--- config.mk ---
export PLATFORM = sky130hd
export DESIGN_NAME = mmio_uart_tx_flat
export DESIGN_NICKNAME = d
export VERILOG_FILES = /design/src/rtl/mmio_uart_tx_if.sv /design/src/rtl/mmio_uart_tx.sv /design/src/flat_wrapper.sv
export SDC_FILE = /design/constraint.sdc
export NUM_CORES = 1
export LEC_CHECK = 0
export CORE_MARGIN = 3
export CORE_UTILIZATION = 40
export DETAILED_ROUTE_END_ITERATION = 16
export PLACE_DENSITY = 0.72
export SLEW_MARGIN = 20
export SYNTH_ARGS = -nofsm -noshare
export SYNTH_HDL_FRONTEND = slang
export SYNTH_SLANG_ARGS = --single-unit
--- constraint.sdc ---
create_clock -name i_clk -period 6.1 [get_ports i_clk]
set_input_delay 0.915 -clock i_clk [delete_from_list [all_inputs] [get_ports i_clk]]
set_output_delay 0.915 -clock i_clk [all_outputs]
set_load 0.01 [all_outputs]
--- src/rtl/mmio_uart_tx_if.sv ---
// MMIO register bus between the data-memory crossbar and the UART transmitter.
// Member names follow the responder's port naming (i_* into it, o_* out of it).
interface mmio_uart_tx_if;
   logic [29:0] i_addr;
   logic [31:0] i_data;
   logic        i_wren;
   logic [3:0]  i_mask;
   logic [31:0] o_data;

   modport master (
      output i_addr, i_data, i_wren, i_mask,
      input  o_data
   );

   modport slave (
      input  i_addr, i_data, i_wren, i_mask,
      output o_data
   );
endinterface

--- src/rtl/mmio_uart_tx.sv ---
// Memory-mapped UART transmitter: TX FIFO plus 8N1 serialiser.
// Define MMIO_UART_PARITY_EN to insert a parity bit (8E1/8O1 via CTRL[1]).
module mmio_uart_tx #(
   parameter int          FIFO_DEPTH  = 8,
   parameter logic [15:0] DEFAULT_DIV = 16'd868
) (
   input  logic          i_clk,
   input  logic          i_rst_n,
   mmio_uart_tx_if.slave bus,
   output logic          o_tx,
   output logic          o_irq
);

   localparam int AW = $clog2(FIFO_DEPTH);
   localparam int CW = AW + 1;

   typedef enum logic [2:0] {
      S_IDLE,
      S_START,
      S_DATA,
      S_PARITY,
      S_STOP
   } state_t;

   state_t          state_q, state_d;
   logic [15:0]     baud_q, baud_d;
   logic [15:0]     bdiv_q, bdiv_d;
   logic [2:0]      bit_q, bit_d;
   logic [7:0]      shift_q, shift_d;
   logic            tx_q, tx_d;
   logic [AW-1:0]   wptr_q, wptr_d;
   logic [AW-1:0]   rptr_q, rptr_d;
   logic [CW-1:0]   cnt_q, cnt_d;
   logic            ovf_q, ovf_d;
   logic [15:0]     div_q, div_d;
   logic            tx_en_q, tx_en_d;
   logic            irq_en_q, irq_en_d;
   logic [7:0]      mem_q [FIFO_DEPTH];

   logic            full, empty, busy;
   logic            pop, accept, bit_end;
   logic            wr_tx, wr_st, wr_div, wr_ctl;
   logic            par_odd;
   logic [15:0]     eff_div;
   logic [7:0]      head;
   logic            unused_ok;

`ifdef MMIO_UART_PARITY_EN
   logic            par_q, par_d;
   logic            par_odd_q, par_odd_d;
   assign par_odd = par_odd_q;
`else
   assign par_odd = 1'b0;
`endif

   assign unused_ok = ^bus.i_data[31:16];

   assign full    = (cnt_q == CW'(FIFO_DEPTH));
   assign empty   = (cnt_q == '0);
   assign busy    = (state_q != S_IDLE);
   assign eff_div = (div_q == 16'd0) ? 16'd1 : div_q;
   assign bit_end = (baud_q == bdiv_q - 16'd1);
   assign head    = mem_q[rptr_q];

   assign wr_tx  = bus.i_wren && (bus.i_addr == 30'd0) && bus.i_mask[0];
   assign wr_st  = bus.i_wren && (bus.i_addr == 30'd1) && bus.i_mask[0]
                   && bus.i_data[3];
   assign wr_div = bus.i_wren && (bus.i_addr == 30'd2);
   assign wr_ctl = bus.i_wren && (bus.i_addr == 30'd3) && bus.i_mask[0];

   assign o_tx  = tx_q;
   assign o_irq = irq_en_q && empty && !busy;

   always_comb begin
      bus.o_data = '0;
      case (bus.i_addr)
         30'd1:   bus.o_data = {16'd0, 8'(cnt_q), 4'd0,
                                ovf_q, empty, full, busy};
         30'd2:   bus.o_data = {16'd0, div_q};
         30'd3:   bus.o_data = {29'd0, irq_en_q, par_odd, tx_en_q};
         default: bus.o_data = '0;
      endcase
   end

   // Serialiser; each bit length is latched at its boundary
   always_comb begin
      state_d = state_q;
      baud_d  = baud_q + 16'd1;
      bdiv_d  = bdiv_q;
      bit_d   = bit_q;
      shift_d = shift_q;
      tx_d    = tx_q;
      pop     = 1'b0;
`ifdef MMIO_UART_PARITY_EN
      par_d   = par_q;
`endif
      unique case (state_q)
         S_IDLE: begin
            tx_d   = 1'b1;
            baud_d = '0;
            if (tx_en_q && !empty) begin
               pop     = 1'b1;
               shift_d = head;
               tx_d    = 1'b0;
               bdiv_d  = eff_div;
               bit_d   = '0;
               state_d = S_START;
`ifdef MMIO_UART_PARITY_EN
               par_d   = ^head;
`endif
            end
         end
         S_START: begin
            if (bit_end) begin
               baud_d  = '0;
               bdiv_d  = eff_div;
               tx_d    = shift_q[0];
               shift_d = shift_q >> 1;
               state_d = S_DATA;
            end
         end
         S_DATA: begin
            if (bit_end) begin
               baud_d = '0;
               bdiv_d = eff_div;
               if (bit_q == 3'd7) begin
`ifdef MMIO_UART_PARITY_EN
                  tx_d    = par_q ^ par_odd_q;
                  state_d = S_PARITY;
`else
                  tx_d    = 1'b1;
                  state_d = S_STOP;
`endif
               end else begin
                  tx_d    = shift_q[0];
                  shift_d = shift_q >> 1;
                  bit_d   = bit_q + 3'd1;
               end
            end
         end
         S_PARITY: begin
            if (bit_end) begin
               baud_d  = '0;
               bdiv_d  = eff_div;
               tx_d    = 1'b1;
               state_d = S_STOP;
            end
         end
         S_STOP: begin
            if (bit_end) begin
               baud_d  = '0;
               state_d = S_IDLE;
            end
         end
         default: begin
            baud_d  = '0;
            tx_d    = 1'b1;
            state_d = S_IDLE;
         end
      endcase
   end

   // FIFO bookkeeping and register writes
   always_comb begin
      accept   = wr_tx && (!full || pop);
      wptr_d   = wptr_q;
      rptr_d   = rptr_q;
      cnt_d    = cnt_q;
      ovf_d    = ovf_q;
      div_d    = div_q;
      tx_en_d  = tx_en_q;
      irq_en_d = irq_en_q;
`ifdef MMIO_UART_PARITY_EN
      par_odd_d = par_odd_q;
`endif
      if (accept) wptr_d = wptr_q + AW'(1);
      if (pop)    rptr_d = rptr_q + AW'(1);
      if (accept && !pop)      cnt_d = cnt_q + CW'(1);
      else if (pop && !accept) cnt_d = cnt_q - CW'(1);
      if (wr_st)             ovf_d = 1'b0;
      if (wr_tx && !accept)  ovf_d = 1'b1;
      if (wr_div && bus.i_mask[0]) div_d[7:0]  = bus.i_data[7:0];
      if (wr_div && bus.i_mask[1]) div_d[15:8] = bus.i_data[15:8];
      if (wr_ctl) begin
         tx_en_d  = bus.i_data[0];
         irq_en_d = bus.i_data[2];
`ifdef MMIO_UART_PARITY_EN
         par_odd_d = bus.i_data[1];
`endif
      end
   end

   always_ff @(posedge i_clk) begin
      if (accept) mem_q[wptr_q] <= bus.i_data[7:0];
   end

   always_ff @(posedge i_clk or negedge i_rst_n) begin
      if (!i_rst_n) begin
         state_q  <= S_IDLE;
         baud_q   <= '0;
         bdiv_q   <= 16'd1;
         bit_q    <= '0;
         shift_q  <= '0;
         tx_q     <= 1'b1;
         wptr_q   <= '0;
         rptr_q   <= '0;
         cnt_q    <= '0;
         ovf_q    <= 1'b0;
         div_q    <= DEFAULT_DIV;
         tx_en_q  <= 1'b0;
         irq_en_q <= 1'b0;
`ifdef MMIO_UART_PARITY_EN
         par_q     <= 1'b0;
         par_odd_q <= 1'b0;
`endif
      end else begin
         state_q  <= state_d;
         baud_q   <= baud_d;
         bdiv_q   <= bdiv_d;
         bit_q    <= bit_d;
         shift_q  <= shift_d;
         tx_q     <= tx_d;
         wptr_q   <= wptr_d;
         rptr_q   <= rptr_d;
         cnt_q    <= cnt_d;
         ovf_q    <= ovf_d;
         div_q    <= div_d;
         tx_en_q  <= tx_en_d;
         irq_en_q <= irq_en_d;
`ifdef MMIO_UART_PARITY_EN
         par_q     <= par_d;
         par_odd_q <= par_odd_d;
`endif
      end
   end

endmodule

--- src/flat_wrapper.sv ---
// flat-port wrapper written by rule: the top's interface ports become plain ports
module mmio_uart_tx_flat 
#(
   parameter int          FIFO_DEPTH  = 8,
   parameter logic [15:0] DEFAULT_DIV = 16'd868
)
  (i_clk, i_rst_n, o_tx, o_irq, bus_i_addr, bus_i_data, bus_i_wren, bus_i_mask, bus_o_data);
  mmio_uart_tx_if bus_i ();
  input  logic i_clk;
  input  logic i_rst_n;
  output logic o_tx;
  output logic o_irq;
  input wire logic [$bits(bus_i.i_addr)-1:0] bus_i_addr;
  input wire logic [$bits(bus_i.i_data)-1:0] bus_i_data;
  input wire logic [$bits(bus_i.i_wren)-1:0] bus_i_wren;
  input wire logic [$bits(bus_i.i_mask)-1:0] bus_i_mask;
  output wire logic [$bits(bus_i.o_data)-1:0] bus_o_data;
  assign bus_i.i_addr = bus_i_addr;
  assign bus_i.i_data = bus_i_data;
  assign bus_i.i_wren = bus_i_wren;
  assign bus_i.i_mask = bus_i_mask;
  assign bus_o_data = bus_i.o_data;
  mmio_uart_tx #(.FIFO_DEPTH(FIFO_DEPTH), .DEFAULT_DIV(DEFAULT_DIV)) u_core (.i_clk(i_clk), .i_rst_n(i_rst_n), .bus(bus_i), .o_tx(o_tx), .o_irq(o_irq));
endmodule
==> summary.md, run 1 <==
| Metric | Value |
|---|---|
| Status | complete, no violations |
| Pint | roughly 1.7 mW |
| Post-Syn Instances | 538 |
| Largest net degree at the start of global routing | 77 |
| Clk_skew | 9.47 ps |
| Worst Tran Pin Value | around 1000 ps |
| Global-route wire length before repair | approximately 24 mm |
| Die Y-Extent | about 140 µm |
| Setup CP Type | in2out |
| Avg Vias per Cell | approximately 5.3 |
| Clock transition at path regs | about 60 ps |
| Design area | 8390 µm² |
| FF/Latch Area | 3830 µm² |
| Final hold vios | 0 |
| Die area | 19000 µm² |
| Psw | approximately 440 µW |
| Gr ovfl total | 0 |
| Worst-path cell chain | clkdlybuf4s50_1 -> nor4_1 -> and4_1 -> nand4_1 -> nor3_1 -> a32o_1 -> clkdlybuf4s50_1 |
| Finished Core Util | 49.9% |
| Remaining antenna violation count | 0 |
| Seq pwr share | between 40% and 50% |
| Leading post-synthesis cells by cell area | edfxtp_1, dfrtp_1, mux2_2, mux4_2, xnor2_1 |
| Total CTS buffers | 17 |
| WL final | between 10 and 15 mm |
| Number of synthesized flops with an enable pin | 64 |
| # diodes | 0 |
| Clk sink count | between 100 and 150 |
| Post-CTS Setup Inserts | 0 |
| Vias in the first global route | around 4600 |
| Cell Area, Synth | 6970 µm² |
| Hold crit path type | reg2reg |
| Mean area per synthesized cell | between 10 and 15 µm² |
| Most frequent cells in the layout | dfrtp_1, clkdlybuf4s50_1, edfxtp_1, nor2_1 |
| Switching Share | 20.9% |
| FMAX | about 230 MHz |
| CTS tree | yes |
| Worst reg-to-reg path cell count | 14 |
| RSZ-0062 raised after global routing | no |
| Fin crit share | between 70% and 80% |
| # setup viols final | 0 |
| DR vias | about 4500 |
| Pre-antenna DRT Iters | 4 |
| Sequential area share after synthesis | between 50% and 60% |
| Io pins | 103 |
| Cell variety after synth | 64 |
| CP max stage cell | nor3_1 |
| Fillers | between 1000 and 1500 |
| Clk buf depth | 2 |
| Gr usage total | 16.3% |
| Setup ws final | approximately 1700 ps |
| Worst Setup End Kind | output pin |
| Leakage | 3.27 nW |
| Async SR Flop Fraction | between 50% and 60% |
| Most frequent cell on the critical path | clkdlybuf4s50_1 |
| Clock Latency Late Sink | approximately 430 ps |
| DP Wirelength | ~10 mm |
| DRC viols | 0 |
| Gpl congestion | around 0.85 |
| WP data arrival | between 3000 and 4000 ps |
| Synth warn | 0 |
| Final nets | 687 |
| Avg WL per Cell | 17.3 µm |
| Initial antenna violation count | 0 |
| Pre-CTS setup slack | 1530 ps |
| Final TNS setup | 0 ps |
| Max-cap viol count | 0 |
| Power per cell area | 252 nW/µm² |
| Final Max Tran Viols | 0 |
| Core area | roughly 17000 µm² |
| Worst EP required | 5180 ps |
| # resized after CTS | 0 |
| Synth top area share | 27.6% |
| Placement Cell Area | around 7800 µm² |
| Num rows | 47 |
| Iteration-0 DRC Markers | 340 |
| Clock share of power | 50.5% |
| I/O Buffers | around 70 |
| CTS hold repair buffers | 0 |
| Slowest stage delay, CP | between 600 and 700 ps |
| VDD IR-drop max | 0.000171 V |
| Die X | about 140 µm |
| Total Power | between 2 and 2.5 mW |
| Initial core utilization | 41.4% |
| Area used by multi-input combinational logic | 2880 µm² |
| Logic gate share of total power | under 10% |
| CP Max Fanout | 7 |
| Crit path time final | around 4400 ps |
| Yosys reg bits | 140 |
| Htree depth | 4 |
| WP depth | 7 |
| Share of layout cells above drive strength 1 | 18.7% |
| Slew HR | 34.7% |
| Most common cell after layout, fill and taps aside | dfrtp_1 |
| Root cell of the clock tree | clkbuf_16 |
| Area growth, synth to finish | 20.4% |
| Buffers & Inverters on Critical Path | 2 |
| Predominant post-synthesis flop cell | dfrtp_1 |
| Post-synth top area cell | edfxtp_1 |
| Crit-path leading delay family | simple AND/OR/NAND/NOR gates |
| Startpoint Class | input port |
| Hold Path Stages | 2 |
## worst min-delay path, cell delays in order, from the launching register on
cell and delay, ps:
dfrtp_1 350, nand2_1 50, o21ai_0 60
## cells by family (layout without fill, tap and decap cells)
| logic type | count (synthesis) | in the layout | share of synthesized area (%) |
|---|---|---|---|
| and+or+nand+nor | 173 | 173 | 13.7 |
| DFF | 140 | 140 | 55.0 |
| muxes | 69 | 69 | 14.2 |
| AOI/OAI and AO/OA | 53 | 53 | 5.84 |
| buffers and inverters | 53 | 121 | 4.40 |
| xor gates and xnor gates | 39 | 39 | 4.90 |
| adders and majority gates | 10 | 10 | 1.90 |
| other | 1 | 16 | 0.0538 |
## power groups by stage
stage / clock network, mW / registers [mW] / logic [mW]
finish: 1.07 / 0.988 / 0.0563
global route: 1.12 / 0.987 / 0.0625
CTS: 1.08 / 0.988 / 0.0573
detailed placement: 0 / 1.01 / 0.0572
global placement: 0 / 1.01 / 0.0556
floorplan: 0 / 1.01 / 0.0139
## synthesized netlist by cell type (5+ instances only)
library cell / n
a21oi_1: 5
xnor2_1: 23
and3_1: 10
nor3b_1: 9
xor2_1: 16
mux2_2: 33
nand2_1: 33
buf_4: 17
nor2_1: 39
buf_1: 5
a22o_1: 5
nor4_1: 17
mux2_4: 11
nor3_1: 11
o21ai_0: 14
and2_1: 9
mux4_2: 16
clkbuf_1: 10
mux2i_1: 9
nand2b_1: 5
nand3_1: 12
inv_1: 13
dfrtp_1: 69
edfxtp_1: 64
dfstp_2: 7
nand4_1: 7
ha_1: 9
## state kept, by name (all words and copies together), names as in the netlist
name / flops
u_core.div_q: 16
u_core.rptr_q: 3
u_core.cnt_q: 4
u_core.mem_q: 64
u_core.shift_q: 8
u_core.tx_en_q: 1
u_core.bit_q: 3
u_core.wptr_q: 3
u_core.o_tx: 1
u_core.baud_q: 16
u_core.irq_en_q: 1
u_core.ovf_q: 1
u_core.state_q: 3
u_core.bdiv_q: 16
## routing by layer
metal | track usage, % | share of wire [%] | wire, µm | up-vias
li1 | - | - | - | 2095
met1 | 21.5 | 44 | 6400 | 2211
met2 | 26.5 | 50 | 7230 | 127
met3 | 4.06 | 4.4 | 638 | 21
met4 | 5.76 | 1.6 | 239 | 0
met5 | 0 | 0 | 0 | -
## layout make-up
| class | count | share of cell area (%) |
|---|---|---|
| Clock inverter | 14 | 2.19 |
| Sequential cell | 140 | 45.7 |
| Timing Repair Buffer | 75 | 8.71 |
| Multi-Input combinational cell | 360 | 34.4 |
| Clock buffer | 18 | 5.12 |
| Inverter | 14 | 0.626 |
| Tap cell | 220 | 3.28 |
## path summary, 6_finish.rpt
| path | startpoint | endpoint | slack, ps |
|---|---|---|---|
| setup / recovery | bus_i_addr[19] | bus_o_data[1] | 1710 |
| setup reg to reg | u_core.state_q[0]$_DFFE_PN0P_ | u_core.cnt_q[3]$_DFFE_PN0P_ | 2350 |
| hold reg to reg | u_core.ovf_q$_DFFE_PN0P_ | u_core.ovf_q$_DFFE_PN0P_ | 500 |
| max in group asynchronous | i_rst_n | u_core.rptr_q[0]$_DFFE_PN0P_ | 4790 |
| hold / removal | u_core.ovf_q$_DFFE_PN0P_ | u_core.ovf_q$_DFFE_PN0P_ | 500 |
| min in group asynchronous | i_rst_n | u_core.cnt_q[2]$_DFFE_PN0P_ | 620 |
## through the flow
| stage | hold WS, ps | instances |
|---|---|---|
| global route | 527 | 841 |
| finish | 496 | 841 |
| global placement | 463 | 809 |
| CTS | 494 | 841 |
| detailed placement | 479 | 809 |
| floorplan | 449 | 553 |
(Power assumes the default switching activity.)
==> run 2: changes to the inputs <==
==> constraint.sdc (replaced) <==
create_clock -name i_clk -period 4.6 [get_ports i_clk]
set_input_delay 0.69 -clock i_clk [delete_from_list [all_inputs] [get_ports i_clk]]
set_output_delay 0.69 -clock i_clk [all_outputs]
set_load 0.01 [all_outputs]
==> summary.md, run 2 (synthesis gave the netlist of run 1 again) <==
| Metric | Value |
|---|---|
| Status | complete, no violations |
| Worst Setup End Kind | output pin |
| Gr usage total | 16.5% (+0.20 points) |
| Total CTS buffers | 17 (unchanged) |
| Fin cells | 844 (+0.36%) |
| Slew HR | 35.3% (+0.61 points) |
| WP data arrival | 2990 ps (-490 ps) |
| Clock Latency Late Sink | 420 ps (about the same) |
| Max-cap viol count | 0 (unchanged) |
| Clock transition at path regs | 60 ps (about the same) |
| Most frequent cells in the layout | dfrtp_1, clkdlybuf4s50_1, edfxtp_1, nor2_1 |
| # setup viols final | 0 (unchanged) |
| Placement Cell Area | 7800 µm² (+0.39%) |
| Largest register FFs | 64 (unchanged) |
| FMAX | approximately 270 MHz |
| Finished Core Util | 49.7% (-0.13 points) |
| Io pins | 103 (unchanged) |
| WL final | 14.5 mm (about the same) |
| Htree depth | 4 (unchanged) |
| Clk sink count | 140 (unchanged) |
| Worst Tran Pin Value | 970 ps (-9.10 ps) |
| CTS hold repair buffers | 0 (unchanged) |
| Power per cell area | 319 nW/µm² (+27%) |
| Final TNS setup | 0 ps (unchanged) |
| # resized after CTS | 0 (unchanged) |
| Clk_skew | 6.93 ps (-2.54 ps) |
| Leakage | 3.26 nW (-0.21%) |
| Die X | 138 µm (unchanged) |
| # diodes | 0 (unchanged) |
| Clk buf depth | 2 (unchanged) |
| Root cell of the clock tree | clkbuf_16 |
| Gr ovfl total | 0 (unchanged) |
| Pre-CTS setup slack | 553 ps (-981 ps) |
| Area growth, synth to finish | 20.1% |
| Vias in the first global route | 4603 (-0.17%) |
| Pre-antenna DRT Iters | 4 (unchanged) |
| Share of layout cells above drive strength 1 | 19.2% (+0.55 points) |
| Final hold vios | 0 (unchanged) |
| Remaining antenna violation count | 0 (unchanged) |
| Gpl congestion | 0.834 (-2.2%) |
| Largest net degree at the start of global routing | 77 (unchanged) |
| Core area | 16800 µm² (unchanged) |
| Crit path time final | 3680 ps |
| Post-CTS Setup Inserts | 0 (unchanged) |
| Initial antenna violation count | 0 (unchanged) |
| Fillers | 1447 (+0.70%) |
| Initial core utilization | 41.4% (unchanged) |
| VDD IR-drop max | 0.000267 V (+56%) |
| DP Wirelength | 10.4 mm (+0.90%) |
| Iteration-0 DRC Markers | 255 (-25%) |
| Die Y-Extent | 138 µm (unchanged) |
| DRC viols | 0 (unchanged) |
| Avg Vias per Cell | 5.28 (-0.38%) |
| Num rows | 47 (unchanged) |
| Design area | 8370 µm² (-0.27%) |
| I/O Buffers | 68 (unchanged) |
| Avg WL per Cell | 17.2 µm (-0.28%) |
| CP Max Fanout | 16 (+9) |
| Final Max Tran Viols | 0 (unchanged) |
| Hold crit path type | in2async |
| DR vias | 4453 (-0.022%) |
| Top reg by flops | u_core.mem_q |
| Final nets | 691 (+0.58%) |
| Fin crit share | approximately four fifths |
| Die area | 19000 µm² (unchanged) |
| Startpoint Class | input port |
| Total Power | 2.67 mW (+26%) |
| Most common cell after layout, fill and taps aside | dfrtp_1 |
| CTS tree | yes |
| Placed insts | 813 (+0.49%) |
| Hold_ws | 421 ps (-74.9 ps) |
| Setup ws final | 917 ps (-789 ps) |
| Global-route wire length before repair | 23.8 mm (+0.17%) |
| RSZ-0062 raised after global routing | no |
| Setup CP Type | in2out |
| Worst EP required | 3910 ps (-1270 ps) |
## run 2: critical path: stages
cell	delay [ps]
clkdlybuf4s50_1	400
nor4_1	290
and4_1	230
nand4_1	190
nor3b_1	240
buf_4	230
a22o_1	180
clkdlybuf4s50_1	550
## run 2: area by class of cell
cell class / instances / area (µm²) / share of cell area [%]
Tap cell: 220 / 275 / 3.29
Multi-Input combinational cell: 360 / 2880 / 34.5
Inverter: 14 / 52.6 / 0.628
Clock inverter: 14 / 135 / 1.62
Clock buffer: 17 / 425 / 5.08
Sequential cell: 140 / 3830 / 45.8
Timing Repair Buffer: 79 / 761 / 9.09
## run 2: power breakdown
group	switching [mW]	internal [mW]	total, mW
clock network	0.532	0.751	1.28
logic	0.0365	0.0383	0.0749
registers	0.0000000861	1.31	1.31
## run 2: worst paths after layout
kind                       slack (ps)                    startpoint                            to  cells after the start
max reg2reg                       980  u_core.bdiv_q[1]$_DFFE_PN0P_    u_core.baud_q[9]$_DFF_PN0_                      9
min in group i_clk                500      u_core.ovf_q$_DFFE_PN0P_      u_core.ovf_q$_DFFE_PN0P_                      2
max in group asynchronous        3500                       i_rst_n  u_core.rptr_q[0]$_DFFE_PN0P_                      1
min                               420                       i_rst_n  u_core.div_q[10]$_DFFE_PN0P_                      1
min reg2reg                       500      u_core.ovf_q$_DFFE_PN0P_      u_core.ovf_q$_DFFE_PN0P_                      2
max                               920                bus_i_addr[25]                 bus_o_data[3]                      8
## run 2: metal layers
layer / part of all wire (%) / GRT usage (%)
met1: 44 / 21.4
met4: 1.1 / 5.54
met2: 51 / 27.5
met3: 3.8 / 3.96
met5: 0 / 0
==> run 3: changes to the inputs <==
==> constraint.sdc (replaced) <==
create_clock -name i_clk -period 3.5 [get_ports i_clk]
set_input_delay 0.525 -clock i_clk [delete_from_list [all_inputs] [get_ports i_clk]]
set_output_delay 0.525 -clock i_clk [all_outputs]
set_load 0.01 [all_outputs]
==> summary.md, run 3 (synthesis gave the netlist of run 1 again) <==
| Metric | Value |
|---|---|
| Largest register FFs | 64 (unchanged) |
| Htree depth | 4 (unchanged) |
| Switching Share | 20.5% (-0.78 points) |
| Worst EP required | 2970 ps (-940 ps) |
| Core area | 16800 µm² (unchanged) |
| FMAX | between 200 and 300 MHz |
| Io pins | 103 (unchanged) |
| Avg Vias per Cell | 5.27 (about the same) |
| WL final | 14.6 mm (+0.72%) |
| Startpoint Class | input port |
| Final nets | 703 (+1.7%) |
| Power per cell area | 418 nW/µm² (+31%) |
| Status | complete, no violations |
| Crit path time final | around 3400 ps |
| Seq pwr share | 48.4% (-0.7 points) |
| Fillers | 1456 (+0.62%) |
| Vias in the first global route | 4536 (-1.5%) |
| VDD IR-drop max | 0.000278 V (+4.0%) |
| FF/Latch Area | 3830 µm² (about the same) |
| RSZ-0062 raised after global routing | yes |
| Most frequent cell on the critical path | clkdlybuf4s50_1 |
| Fin crit share | a little over nine tenths |
| DRC viols | 0 (unchanged) |
| Clk_skew | 10.0 ps (+3.07 ps) |
| CP Max Fanout | 8 (-8) |
| Setup CP Type | in2out |
| Die Y-Extent | 138 µm (unchanged) |
| Share of layout cells above drive strength 1 | 21.0% (+1.8 points) |
| Total CTS buffers | 17 (unchanged) |
| Area used by multi-input combinational logic | 2900 µm² (+0.69%) |
| Clk buf depth | 2 (unchanged) |
| Hold crit path type | in2async |
| Die X | 138 µm (unchanged) |
| Setup ws final | 124 ps (-793 ps) |
| CTS tree | yes |
| Die area | 19000 µm² (unchanged) |
| DR vias | 4520 (+1.5%) |
| Clock Latency Late Sink | 420 ps (about the same) |
| Final TNS setup | 0 ps (unchanged) |
| Logic gate share of total power | 2.8% (about the same) |
| Worst-path cell chain | clkdlybuf4s50_1 -> nor4_1 -> and4_1 -> nand4_1 -> buf_4 -> nor3b_4 -> buf_6 -> a22o_1 -> clkdlybuf4s50_1 |
| Pre-CTS setup slack | -73.5 ps (-627 ps) |
| Clk sink count | 140 (unchanged) |
| CP max stage cell | clkdlybuf4s50_1 |
| Design area | 8510 µm² (+1.7%) |
| Gpl congestion | 0.829 (-0.62%) |
| Iteration-0 DRC Markers | 222 (-13%) |
| Largest net degree at the start of global routing | 77 (unchanged) |
| Final hold vios | 0 (unchanged) |
| Slew HR | 35.7% (+0.33 points) |
| Placement Cell Area | 7900 µm² (+1.2%) |
| DP Wirelength | 10.4 mm (-0.28%) |
| Num rows | 47 (unchanged) |
| Top reg by flops | u_core.mem_q |
| Area growth, synth to finish | 22.1% |
| Max-cap viol count | 0 (unchanged) |
| WP data arrival | 2850 ps (-140 ps) |
| Initial antenna violation count | 0 (unchanged) |
| Avg WL per Cell | 17.1 µm (-0.81%) |
| Initial core utilization | 41.4% (unchanged) |
| Most common cell after layout, fill and taps aside | dfrtp_1 |
| Final Max Tran Viols | 0 (unchanged) |
| Root cell of the clock tree | clkbuf_16 |
| # setup viols final | 0 (unchanged) |
| Gr ovfl total | 0 (unchanged) |
| Gr usage total | 16.6% (about the same) |
| Leakage | 3.34 nW (+2.4%) |
| Pre-antenna DRT Iters | 4 (unchanged) |
| Worst reg-to-reg path cell count | 16 (+7) |
| Global-route wire length before repair | 23.8 mm (about the same) |
| Psw | 730 µW (+28%) |
| I/O Buffers | 68 (unchanged) |
| Slowest stage delay, CP | 550 ps (about the same) |
| Remaining antenna violation count | 0 (unchanged) |
| Pint | 2.83 mW (+35%) |
| Clock transition at path regs | 60 ps (about the same) |
| Worst Tran Pin Value | 965 ps (-4.98 ps) |
| Total Power | 3.56 mW (+33%) |
| Clock share of power | 48.8% (+0.7 points) |
| # diodes | 0 (unchanged) |
| Most frequent cells in the layout | dfrtp_1, clkdlybuf4s50_1, edfxtp_1, nor2_1 |
| Worst Setup End Kind | output pin |
[run 3: cell types whose count changed in the layout (fill, tap and decap cells not counted), sizes merged]
cell / change
buf: +12
bufinv: +1
clkbuf: +2
clkinvlp: +1
inv: -3
[run 3: worst max-delay path: cells and delay by family]
kind                   cells  cell delay (ps)
AND/OR/NAND/NOR            4              840
buffers and inverters      4             1300
AO/OA/AOI/OAI              1              180
[run 3: what timing repair did]
action	CTS	global route
endpoints found under the setup margin	0	26
setup buffers	0	0
resized for setup	0	10
hold buffers	0	0
[run 3: metal layers]
layer  routed length [µm]  vias to the layer above  share of wire (%)  track usage [%]
met5                    0                        -                  0                0
met2                 7400                      133                 51             26.7
met3                  757                       13                5.2             4.61
li1                     -                     2140                  -                -
met4                  199                        0                1.4             5.60
met1                 6270                     2234                 43             21.7
[run 3: final timing paths]
| kind | from | to | slack [ps] |
|---|---|---|---|
| max | bus_i_addr[24] | bus_o_data[8] | 120 |
| min | i_rst_n | u_core.div_q[10]$_DFFE_PN0P_ | 260 |
| max reg2reg | u_core.cnt_q[1]$_DFFE_PN0P_ | u_core.cnt_q[3]$_DFFE_PN0P_ | 260 |
| min reg2reg | u_core.ovf_q$_DFFE_PN0P_ | u_core.ovf_q$_DFFE_PN0P_ | 490 |
| max in group asynchronous | i_rst_n | u_core.shift_q[4]$_DFFE_PN0P_ | 2620 |
| min in group i_clk | u_core.ovf_q$_DFFE_PN0P_ | u_core.ovf_q$_DFFE_PN0P_ | 490 |
[run 3: metrics by stage]
step                util, %  instances  hold slack [ps]
finish                 50.6        857              256
global route           50.6        857              336
detailed placement     47.0        824              492
CTS                    50.4        856              282
floorplan                 -        553              229
global placement       47.0        824              462
[run 3: area by class of cell]
type | count | share of cell area (%)
Tap cell | 220 | 3.24
Multi-Input combinational cell | 360 | 34.1
Clock buffer | 19 | 5.09
Timing Repair Buffer | 91 | 10.2
Clock inverter | 13 | 1.66
Sequential cell | 140 | 45.1
Inverter | 14 | 0.618
[run 3: power by group through the flow]
| stage | sequential, mW | combinational (mW) | clock (mW) |
|---|---|---|---|
| global placement | 1.75 | 0.0973 | 0 |
| detailed placement | 1.75 | 0.0999 | 0 |
| finish | 1.72 | 0.0997 | 1.73 |
| CTS | 1.72 | 0.100 | 1.77 |
| floorplan | 1.75 | 0.0242 | 0 |
| global route | 1.72 | 0.112 | 1.84 |
